--- config.mk ---
export PLATFORM = sky130hd
export DESIGN_NAME = mux_32_to_1_flat
export DESIGN_NICKNAME = d
export VERILOG_FILES = /design/src/rtl/mux_32_to_1_if.sv /design/src/rtl/mux_32_to_1.sv /design/src/flat_wrapper.sv
export SDC_FILE = /design/constraint.sdc
export NUM_CORES = 1
export LEC_CHECK = 0
export BUFFER_PORTS_ARGS = -buffer_cell sky130_fd_sc_hd__buf_2
export CORE_AREA = 2 2 39 41
export CTS_CLUSTER_SIZE = 8
export DETAILED_ROUTE_END_ITERATION = 12
export DIE_AREA = 0 0 41 43
export PLACE_DENSITY = 0.65
export SETUP_SLACK_MARGIN = 0.2
export SLEW_MARGIN = 5
export SYNTH_ARGS = -nofsm -noshare
export SYNTH_HDL_FRONTEND = slang
export SYNTH_SLANG_ARGS = --single-unit
--- constraint.sdc ---
create_clock -name clk -period 1.29 [get_ports clk]
set_input_delay 0.0645 -clock clk [delete_from_list [all_inputs] [get_ports clk]]
set_output_delay 0.0645 -clock clk [all_outputs]
set_load 0.02 [all_outputs]
--- src/rtl/mux_32_to_1_if.sv ---
// Read-select bus for the 32:1 mux leaf: select and data in, combinational
// and registered selected bit out.
interface mux_32_to_1_if #(
  parameter int SEL_W = 5
);
  logic [SEL_W-1:0]      select_read;
  logic [(1<<SEL_W)-1:0] input_read;
  logic                  output_read;
  logic                  output_read_q;

  // Producer of select/data, consumer of the selected bit
  modport master (
    output select_read,
    output input_read,
    input  output_read,
    input  output_read_q
  );

  // The mux itself
  modport slave (
    input  select_read,
    input  input_read,
    output output_read,
    output output_read_q
  );
endinterface

--- src/rtl/mux_32_to_1.sv ---
// 2**SEL_W : 1 single-bit read-select mux built as a balanced tree of 2:1
// stages, with a combinational output for tree composition and a
// registered copy for timing-closed consumers.

// One 2:1 stage: load_i[1] when sel_i is 1, else load_i[0]. A ternary keeps
// X-propagation honest: an X select yields X unless both loads agree.
module mux_32_to_1_mux2 (
  input  logic       sel_i,
  input  logic [1:0] load_i,
  output logic       out_o
);
  assign out_o = sel_i ? load_i[1] : load_i[0];
endmodule

module mux_32_to_1 #(
  parameter int SEL_W = 5
) (
  input  logic          clk,
  input  logic          reset,
  mux_32_to_1_if.slave  bus
);
  localparam int N = 1 << SEL_W;

  // All tree nodes in one flat vector, level by level. Level k occupies
  // N>>k entries starting at 2N - 2*(N>>k); level 0 is the data input and
  // the single root sits at index 2N-2. Every node is both driven and read,
  // so no level carries dead bits.
  logic [2*N-2:0] node;

  assign node[N-1:0] = bus.input_read;

  // Level k pairs adjacent nodes (2j+1, 2j) of level k-1 on select_read[k]
  for (genvar k = 0; k < SEL_W; k++) begin : g_lvl
    localparam int IN_OFF  = 2*N - 2*(N >> k);
    localparam int OUT_OFF = 2*N - 2*(N >> (k+1));
    localparam int PAIRS   = N >> (k+1);
    for (genvar j = 0; j < PAIRS; j++) begin : g_pair
      mux_32_to_1_mux2 u_mux2 (
        .sel_i  (bus.select_read[k]),
        .load_i (node[IN_OFF+2*j+1 -: 2]),
        .out_o  (node[OUT_OFF+j])
      );
    end
  end

  assign bus.output_read = node[2*N-2];

  logic out_d;
  logic out_q;

  assign out_d = bus.output_read;

  // Registered copy of the root; synchronous active-low clear, no warm-up
  always_ff @(posedge clk) begin
    if (!reset) out_q <= 1'b0;
    else        out_q <= out_d;
  end

  assign bus.output_read_q = out_q;
endmodule

--- src/flat_wrapper.sv ---
// flat-port wrapper written by rule: the top's interface ports become plain ports
module mux_32_to_1_flat 
#(
  parameter int SEL_W = 5
)
  (clk, reset, bus_select_read, bus_input_read, bus_output_read, bus_output_read_q);
  mux_32_to_1_if #(.SEL_W(SEL_W)) bus_i ();
  input  logic clk;
  input  logic reset;
  input wire logic [$bits(bus_i.select_read)-1:0] bus_select_read;
  input wire logic [$bits(bus_i.input_read)-1:0] bus_input_read;
  output wire logic [$bits(bus_i.output_read)-1:0] bus_output_read;
  output wire logic [$bits(bus_i.output_read_q)-1:0] bus_output_read_q;
  assign bus_i.select_read = bus_select_read;
  assign bus_i.input_read = bus_input_read;
  assign bus_output_read = bus_i.output_read;
  assign bus_output_read_q = bus_i.output_read_q;
  mux_32_to_1 #(.SEL_W(SEL_W)) u_core (.clk(clk), .reset(reset), .bus(bus_i));
endmodule
Word level (Yosys, flattened, before mapping)
Cells that the tools add are included.

Flip-flop bits (word level): 1. Bits of input ports: 39.

Mux-type cells: 31.

Operators with widths (count): $mux 1 (31).

Depth between registers and ports, before layout
Gate-level depths: netlist of run 1.

Depth after elaboration: 5. Depth in mapped cells: 6. Mapped depth without buffers: 5.

By module
A second synthesis of run 1 with hierarchy kept.

Cells, all modules: 33. Area, all modules: 491.7 µm².

By module, submodules not included: mux_32_to_1_mux2 (cells an instance 1, sequential area each 0.0 µm², area an instance 15.0 µm², times used 31); mux_32_to_1 (cells an instance 2, sequential area each 20.0 µm², area an instance 26.3 µm², times used 1).

Worst setup path after synthesis of run 1
Ideal clock, no wire load.

Kind: input to output. From: in bus_select_read[1]. To: out bus_output_read. Stages on the path: 6. Slack: 0.076 ns. Path buffers: 1. Data arrival time: 1.149 ns. Data required time: 1.226 ns. Path through: buf_6 > mux2i_1 > a22o_1 > a2111oi_2 > a22oi_1 > nand3_1.

Word-level cells in the longest chain between the ends: 4.

RTL lines: start, declared (line flat_wrapper.sv:10) `input wire logic [$bits(bus_i.select_read)-1:0] bus_select_read;`; $mux 1 (3 in series) (line mux_32_to_1.sv:12) `assign out_o = sel_i ? load_i[1] : load_i[0];`; $mux 1 * (line mux_32_to_1.sv:12); end, declared (line flat_wrapper.sv:12) `output wire logic [$bits(bus_i.output_read)-1:0] bus_output_read;`.

Mark *: on every way between the ends. The rest lies on a longest branch, timed or not.

Final worst setup path of run 1
From: in bus_select_read[2]. To: out bus_output_read.

Word-level cells in the longest chain between the ends: 3.

RTL lines (line): $mux 1 (2 in series) (mux_32_to_1.sv:12); $mux 1 * (mux_32_to_1.sv:12).

Marks and branches as above.

==> summary.txt, run 1 <==
Status
  – Status: complete, no violations

Critical path
  – Crit path kind: input port to primary output
  – Worst Path Required: between 1 and 1.5 ns
  – Max FO, Critical Path: 4
  – Slowest CP cell: a22o_1
  – CP Depth: 7
  – Critical path arrival: 1.07 ns
  – Crit-path max cell delay: about 0.23 ns
  – Startpoint Class: input port
  – Critical path capture point type: primary output
  – CP top delay family: compound AO/OA/AOI/OAI gates
  – Top cell by count, worst path: buf_6
  – Critical Path, Cell by Cell: buf_6 -> and2_4 -> a22o_1 -> a2111oi_4 -> a22oi_2 -> nand3_2 -> buf_6
  – Buffer and inverter count on the worst path: 2

Yosys
  – Netlist cell types: 16
  – Cell with the most instances after synthesis: mux2i_1
  – Yosys Warn Count: 0
  – Syn nets: 83
  – Asr flop ratio synth: 0%
  – Post-synth top flop: dfxtp_1
  – Register area share after synthesis: under 10%
  – Area share of the largest cell type after synthesis: a little under half
  – Netlist Area Pre-Place: 349 um^2
  – Synth top cells by count: mux2i_1 (16), a21oi_1 (4), nand2_1 (4)
  – Avg Inst Size Synth: 7.93 um^2
  – Synth area leader: mux2i_1
  – Number of synthesized flops with an enable pin: 0
  – Yosys reg bits: 1
  – Area contributors post-synth: mux2i_1 (46%), a22oi_1 (6.5%), a21oi_1 (5.7%)
  – Syn Inst Count: 44

Power
  – Gate power share: between 80% and 90%
  – Overall power: about 0.24 mW
  – Worst IR drop on VDD: between 0.00015 and 0.0002 V
  – Sequential power share: between 10% and 20%
  – PwrDens: about 370 nW/um^2
  – Sw Share: around 37%
  – Pint: approximately 0.15 mW
  – P_leak: between 0.3 and 0.4 nW
  – Clock power frac: 0%
  – NetSw: around 0.09 mW

Clock tree
  – CTS clk-pin slew, worst paths: 0 ns
  – Hold_buf cts: 0

Floorplanning
  – Core ar.: approximately 1400 um^2
  – Die ar.: approximately 1800 um^2
  – Initial Util: between 20% and 30%
  – FP Rows: 14
  – Die H: around 43 um
  – Num ports: 41
  – Chip width: 41 um

Routing
  – DR DRC count: 0
  – WL per Instance: between 10 and 15 um
  – Via density: a little under 5
  – Pre-antenna DRT Iters: 4
  – Antenna Violating Nets Remaining: 0
  – Drt initial violations: 4
  – Post-Route WL: about 1.1 mm
  – Via count: 496

Layout
  – Max reg flops: 1
  – Diode count: 0
  – FF/Latch Area: between 20 and 25 um^2
  – Fillers: 137
  – Multi-input gate area: around 340 um^2
  – Share of cells above drive strength 1: between 50% and 60%
  – Layout Nets: between 100 and 150
  – Final non-filler cell total: just over 100
  – Area delta synth->final: 88.2%

Timing
  – Rel. slew slack: between 70% and 80%
  – Hold slack final: just under 0.3 ns
  – Setup TNS: 0 ns
  – Maximum clock rate: 880 MHz
  – RSZ-0062 raised after global routing: true
  – Worst-Margin Slew: just under 0.3 ns
  – Final Critical Period: 1.14 ns
  – Final period utilization: about nine tenths
  – Hold Violations, Final: 0
  – Max-slew violations: 0
  – Final WS setup: about 0.15 ns
  – Final setup vio count: 0

GRT
  – Largest net degree at the start of global routing: 9
  – Vias in the first global route: about 420
  – Total grt overflow: 0
  – Global-route wire length before repair: between 1.5 and 2 mm
  – Initial antenna violation count: 0
  – GRT Util Overall: between 10% and 20%

Min path
  – Hold Path Class: input port to flop
  – Hold Crit Depth: 3

Placed design
  – Placed wire-length estimate: 972 um
  – Placer Congestion: 0.840
  – IO buf count: 40
  – Dpl cells: approximately 100
  – Post-place setup slack: -0.0249 ns

Flow run
  – Maxcap violations: 0
worst min-delay path, cell delays in order:
cell and delay, ns:
buf_2 0.09, inv_1 0.04, a31oi_1 0.03
stage by stage:
step                      util [%]  area [um^2]
after global routing          47.5          657
after global placement        42.3          586
after CTS                     45.8          633
after detailed placement      42.3          586
after floorplan                  -          354
final                         47.5          657
final timing paths:
path | from | to
worst max-delay path | bus_select_read[2] | bus_output_read
worst min-delay path | reset | u_core.bus.output_read_q
power groups by stage:
stage | logic (mW) | clock network [mW] | registers (mW)
floorplan | 0.0917 | 0 | 0.0397
global placement | 0.176 | 0 | 0.0353
detailed placement | 0.179 | 0 | 0.0352
CTS | 0.197 | 0 | 0.0352
global route | 0.226 | 0 | 0.0359
finish | 0.209 | 0 | 0.0352
area by class of cell:
type | count | share of cell area, %
multi-input combinational | 40 | 52.0
tap | 16 | 3.05
sequential | 1 | 3.05
timing repair buffer | 45 | 41.3
inverter | 1 | 0.571
metal layers:
layer | vias up | track usage, % | part of all wire (%)
met5 | - | 0 | 0
met4 | 0 | 0 | 0
met3 | 0 | 1.05 | 10
met2 | 25 | 24.4 | 53
met1 | 216 | 14.9 | 37
li1 | 255 | - | -
what timing repair did:
action                     CTS  global route
pin swaps                    2             2
setup endpoints to repair    2             2
setup buffers                1             0
resized for setup           11             4
kinds of logic (layout without fill, tap and decap cells):
| group | count (synthesis) | count (layout) | synth area share [%] |
|---|---|---|---|
| simple gates | 13 | 13 | 18.6 |
| flops | 1 | 1 | 5.73 |
| mux | 16 | 16 | 45.9 |
| compound gates | 11 | 11 | 23.3 |
| buf+inv | 3 | 46 | 6.45 |
cells in the final DEF (no fill, tap or decap), types with 2 or more instances in the layout:
cell type and n:
buf_4 5, mux2i_1 16, nand2b_1 2, a21oi_1 4, a22oi_1 2, a22o_1 2, buf_6 3, buf_2 36
nand2_1 4, nand3_1 2
Note: power is estimated with default switching activity, not from simulation.
==> run 2: changes to the inputs <==
Settings changed: ABC_AREA set to 1, CORE_AREA 2 2 39 41 to 4 4 41 43, DIE_AREA 0 0 41 43 to 0 0 45 47, PLACE_DENSITY 0.65 to 0.73.
==> summary.txt, run 2 <==
Status
  – Status: complete, no violations

Timing
  – Hold Violations, Final: 0 (unchanged)
  – Worst-Margin Slew: 0.129 ns (-0.164 ns)
  – Setup TNS: 0 ns (unchanged)
  – Rel. slew slack: 91.4% (+12 points)
  – Final setup vio count: 0 (unchanged)
  – Max-slew violations: 0 (unchanged)
  – Maximum clock rate: 982 MHz (+12%)
  – Final Critical Period: 1.02 ns (-0.118 ns)
  – Final period utilization: 78.9% (-9.2 points)
  – RSZ-0062 raised after global routing: false
  – Hold slack final: 0.291 ns (+0.00106 ns)

Placed design
  – Placed wire-length estimate: 1.12 mm (+16%)
  – Placed Instance Area: 603 um^2 (+3.0%)
  – Dpl cells: 131 (+28%)
  – IO buf count: 40 (unchanged)
  – Placer Congestion: 0.762 (-9.2%)

Critical path
  – Worst Path Required: 1.23 ns (about the same)
  – Critical path arrival: 0.95 ns (-0.12 ns)
  – Crit-path max cell delay: 0.13 ns (-0.10 ns)
  – Critical Path, Cell by Cell: buf_16 -> buf_4 -> nand2_1 -> nand3_1 -> nand3_1 -> nand2_1 -> nand2_1 -> nand3_2 -> nand2_2 -> inv_2 -> buf_6
  – Top cell by count, worst path: nand2_1
  – Startpoint Class: input port
  – Slowest CP cell: buf_16
  – Critical path capture point type: primary output
  – Crit path kind: input port to primary output
  – Max FO, Critical Path: 8 (+4)

GRT
  – Vias in the first global route: 516 (+22%)
  – Global-route wire length before repair: 2.07 mm (+24%)
  – GRT Util Overall: 12.3% (-0.40 points)
  – Largest net degree at the start of global routing: 18 (+9)
  – Initial antenna violation count: 0 (unchanged)
  – Total grt overflow: 0 (unchanged)

Yosys
  – Synth top cells by count: nand2_1 (33), nand3_1 (22), nand2_2 (8)
  – Syn nets: 119 (+43%)
  – Register area share after synthesis: 4.51% (-1.2 points)
  – Asr flop ratio synth: 0% (unchanged)
  – Area contributors post-synth: nand2_1 (28%), nand3_1 (25%), nand2_2 (11%)
  – Synth area leader: nand2_1
  – Area share of the largest cell type after synthesis: 27.9% (-18 points)
  – Syn Inst Count: 80 (+82%)
  – Post-synth top flop: dfxtp_1
  – Netlist Area Pre-Place: 444 um^2 (+27%)
  – Yosys reg bits: 1 (unchanged)
  – Yosys Warn Count: 0 (unchanged)
  – Avg Inst Size Synth: 5.55 um^2 (-30%)
  – Netlist cell types: 13 (-3)
  – Cell with the most instances after synthesis: nand2_1
  – Number of synthesized flops with an enable pin: 0 (unchanged)

Floorplanning
  – FP Rows: 13 (-1)
  – Chip width: 45 um (+9.8%)
  – Initial Util: 34.1% (+8.9 points)
  – Num ports: 41 (unchanged)
  – Core ar.: 1300 um^2 (-6.0%)
  – Die ar.: 2120 um^2 (+20%)
  – Die H: 47 um (+9.3%)

Routing
  – Pre-antenna DRT Iters: 4 (unchanged)
  – Post-Route WL: 1.57 mm (+39%)
  – Via density: 4.80 (-0.29%)
  – WL per Instance: 11.5 um (+5.3%)
  – Drt initial violations: 6 (+2)
  – Antenna Violating Nets Remaining: 0 (unchanged)
  – DR DRC count: 0 (unchanged)
  – Via count: 653 (+32%)

Min path
  – Hold Path Class: input port to flop

Layout
  – Layout Nets: 162 (+27%)
  – Share of cells above drive strength 1: 52.1% (-6.6 points)
  – Most common cell after layout, fill and taps aside: buf_2
  – Final non-filler cell total: 136 (+32%)
  – Area delta synth->final: 60.3%
  – Most frequent cells in the layout: buf_2 (37), nand2_1 (32), nand3_1 (21), nand2_2 (9), nand3_2 (5)
  – Diode count: 0 (unchanged)
  – Design Area, Final: 712 um^2 (+8.4%)
  – Max reg flops: 1 (unchanged)

Power
  – PwrDens: 378 nW/um^2 (+1.6%)
  – Worst IR drop on VDD: 0.000163 V (+4.8%)
  – P_leak: 0.416 nW (+14%)

Flow run
  – Maxcap violations: 0 (unchanged)

Clock tree
  – CTS clk-pin slew, worst paths: 0 ns (unchanged)
-- run 2: path summary, 6_finish.rpt --
| kind | startpoint | to | slack [ns] | cells after the start |
|---|---|---|---|---|
| setup / recovery | bus_select_read[0] | bus_output_read | 0.27 | 11 |
| hold / removal | reset | u_core.bus.output_read_q | 0.29 | 3 |
-- run 2: kinds of logic after synthesis --
kind of cell | synth area share, %
buffers and inverters | 21.1
flip-flops | 4.51
AND/OR/NAND/NOR | 74.4
-- run 2: where the power goes --
part | leakage [nW] | internal (mW) | total (mW) | switching, mW
Combinational | 0.408 | 0.118 | 0.234 | 0.116
Sequential | 0.00833 | 0.0345 | 0.0349 | 0.000476
Clock | 0 | 0 | 0 | 0
-- run 2: area by class of cell --
| class | count | area (um^2) |
|---|---|---|
| repair buffers | 44 | 283 |
| fillers | 147 | 589 |
| repair inverters | 1 | 8.76 |
| multi-input cells | 68 | 338 |
| well taps | 15 | 18.8 |
| inverters | 7 | 43.8 |
| flip-flops and latches | 1 | 20.0 |
-- run 2: metrics by stage --
step	setup WS, ns	total power [mW]	utilization (%)
after floorplan	0.386	0.163	-
after global placement	0.104	0.224	46.3
after detailed placement	0.0316	0.227	46.3
after CTS	0.211	0.230	47.0
after global routing	0.189	0.292	54.7
final	0.272	0.269	54.7
-- run 2: per-layer routing --
layer / wire [um] / share of wire [%] / global-route usage (%)
met1: 608 / 39 / 16.2
met2: 756 / 48 / 22.3
met4: 19 / 1.2 / 0
met5: 0 / 0 / 0
met3: 184 / 12 / 1.92
-- run 2: what timing repair did --
action                                  CTS  global route
endpoints found under the hold margin     0             0
hold buffers                              0             0
endpoints found under the setup margin    2             2
resized for setup                         3            12
buffers inserted                          0             3
pin swaps                                 0             5
cloned                                    0             2
-- run 2: critical path: cells and delay by family --
family,cells,cell delay (ns)
buffers and inverters,4,0.42
AND/OR/NAND/NOR,7,0.48
==> run 3: changes to the inputs <==
Clock period 1.29 ns to 0.94 ns, I/O delays scaled along.
==> summary.txt, run 3 (same netlist as run 2, synthesis figures left out) <==
Status
  – Status: complete, no violations

Layout
  – Max reg flops: 1 (unchanged)
  – Most frequent cells in the layout: buf_2 (37), nand3_2 (24), nand2_2 (22), nand2_4 (10), nand2_1 (9)
  – Share of cells above drive strength 1: 87.6% (+36 points)
  – Area delta synth->final: 118%
  – FF/Latch Area: 20.0 um^2 (unchanged)
  – Design Area, Final: 968 um^2 (+36%)
  – Layout Nets: 162 (unchanged)
  – Most common cell after layout, fill and taps aside: buf_2
  – Multi-input gate area: 541 um^2 (+60%)
  – Fillers: 92 (-37%)
  – Diode count: 0 (unchanged)

Routing
  – DR DRC count: 0 (unchanged)
  – Met1 WL: 699 um (+15%)
  – Met2 routed WL: 1.06 mm (+41%)
  – Post-Route WL: 1.97 mm (+25%)
  – Top layer in use: met4
  – Antenna Violating Nets Remaining: 0 (unchanged)
  – Drt initial violations: 10 (+4)
  – WL per Instance: 14.5 um (+25%)
  – Via count: 707 (+8.3%)
  – Met3 WL post-DR: 155 um (-16%)
  – Via density: 5.20 (+8.3%)
  – Pre-antenna DRT Iters: 4 (unchanged)

Floorplanning
  – Num ports: 41 (unchanged)
  – FP Rows: 13 (unchanged)
  – Chip width: 45 um (unchanged)
  – Die H: 47 um (unchanged)
  – Die ar.: 2120 um^2 (unchanged)
  – Core ar.: 1300 um^2 (unchanged)
  – Initial Util: 34.1% (unchanged)

Critical path
  – Critical path capture point type: primary output
  – Slowest CP cell: buf_16
  – Max FO, Critical Path: 8 (unchanged)
  – Critical path arrival: 0.88 ns (-0.07 ns)
  – Critical Path, Cell by Cell: buf_16 -> inv_12 -> nand2_4 -> nand3_2 -> nand3_2 -> nand2_2 -> nand2_2 -> nand3_2 -> nand2_2 -> inv_2 -> buf_6
  – Worst Path Required: 0.89 ns (-0.34 ns)
  – Crit path kind: input port to primary output
  – Startpoint Class: input port
  – Crit-path max cell delay: 0.13 ns (about the same)

GRT
  – Initial antenna violation count: 0 (unchanged)
  – Vias in the first global route: 657 (+27%)
  – Global-route wire length before repair: 2.82 mm (+36%)
  – Largest net degree at the start of global routing: 10 (-8)
  – GRT Util Overall: 17.2% (+5.0 points)
  – Total grt overflow: 0 (unchanged)

Placed design
  – IO buf count: 40 (unchanged)
  – Post-place setup slack: -0.267 ns (-0.299 ns)
  – Placed wire-length estimate: 1.09 mm (-2.8%)
  – Placed Instance Area: 631 um^2 (+4.6%)
  – Placer Congestion: 0.768 (+0.81%)

Timing
  – Max-slew violations: 0 (unchanged)
  – Rel. slew slack: 89.7% (-1.7 points)
  – Final Critical Period: between 0.9 and 1 ns
  – Hold Violations, Final: 0 (unchanged)
  – Worst-Margin Slew: 0.155 ns (+0.0258 ns)
  – Maximum clock rate: 1080 MHz
  – Final setup vio count: 0 (unchanged)
  – Final period utilization: 98.6%
  – RSZ-0062 raised after global routing: true
  – Final WS setup: 0.0131 ns (-0.259 ns)
  – Hold slack final: 0.255 ns (-0.0359 ns)
  – Setup TNS: 0 ns (unchanged)

Power
  – P_leak: 0.529 nW (+27%)
  – Worst IR drop on VDD: 0.000291 V (+78%)
  – PwrDens: 520 nW/um^2 (+38%)

Flow run
  – Maxcap violations: 0 (unchanged)

Clock tree
  – Hold_buf cts: 0 (unchanged)
  – CTS clk-pin slew, worst paths: 0 ns (unchanged)

Min path
  – Hold Path Class: input port to flop
-- run 3: changes by cell type in the layout (fill, tap and decap cells not counted), sizes merged --
cell | previous run | this run
buf | 43 | 44
clkbuf | 1 | 0
clkinv | 1 | 0
inv | 7 | 8
-- run 3: critical path: cells and delay by family --
| kind | cells | cell delay, ns |
|---|---|---|
| simple gates | 7 | 0.45 |
| buf+inv | 4 | 0.36 |
-- run 3: where the power goes --
group          switching [mW]  internal [mW]
registers            0.000929         0.0473
clock network               0              0
logic                   0.236          0.220
-- run 3: final cells by class --
type | count | area share (%)
multi-input combinational | 68 | 55.8
timing repair buffer | 44 | 33.6
inverter | 7 | 4.52
sequential | 1 | 2.07
timing repair inverter | 1 | 2.07
tap | 15 | 1.94
-- run 3: timing repair --
item | CTS | global route
setup endpoints to repair | 2 | 2
gates resized for setup | 59 | 16
pin swaps | 22 | 12
buffers inserted | 0 | 0
hold endpoints to repair | 0 | 0
cloned | 3 | 0
-- run 3: per-stage QoR --
| step | std cells | total power [mW] | util [%] |
|---|---|---|---|
| final | 136 | 0.504 | 74.4 |
| after global routing | 136 | 0.537 | 74.4 |
| after CTS | 136 | 0.455 | 69.5 |
| after detailed placement | 133 | 0.323 | 48.5 |
| after global placement | 133 | 0.320 | 48.5 |
| after floorplan | 80 | 0.229 | - |
-- run 3: final timing paths --
kind | start | to | slack (ns) | depth (start not counted)
min | reset | u_core.bus.output_read_q | 0.26 | 3
max | bus_select_read[0] | bus_output_read | 0.01 | 11
-- run 3: per-layer routing --
metal,track usage (%),up-vias
li1,-,341
met1,19.4,324
met2,36.7,36
met3,1.15,6
met4,0,0
met5,0,-
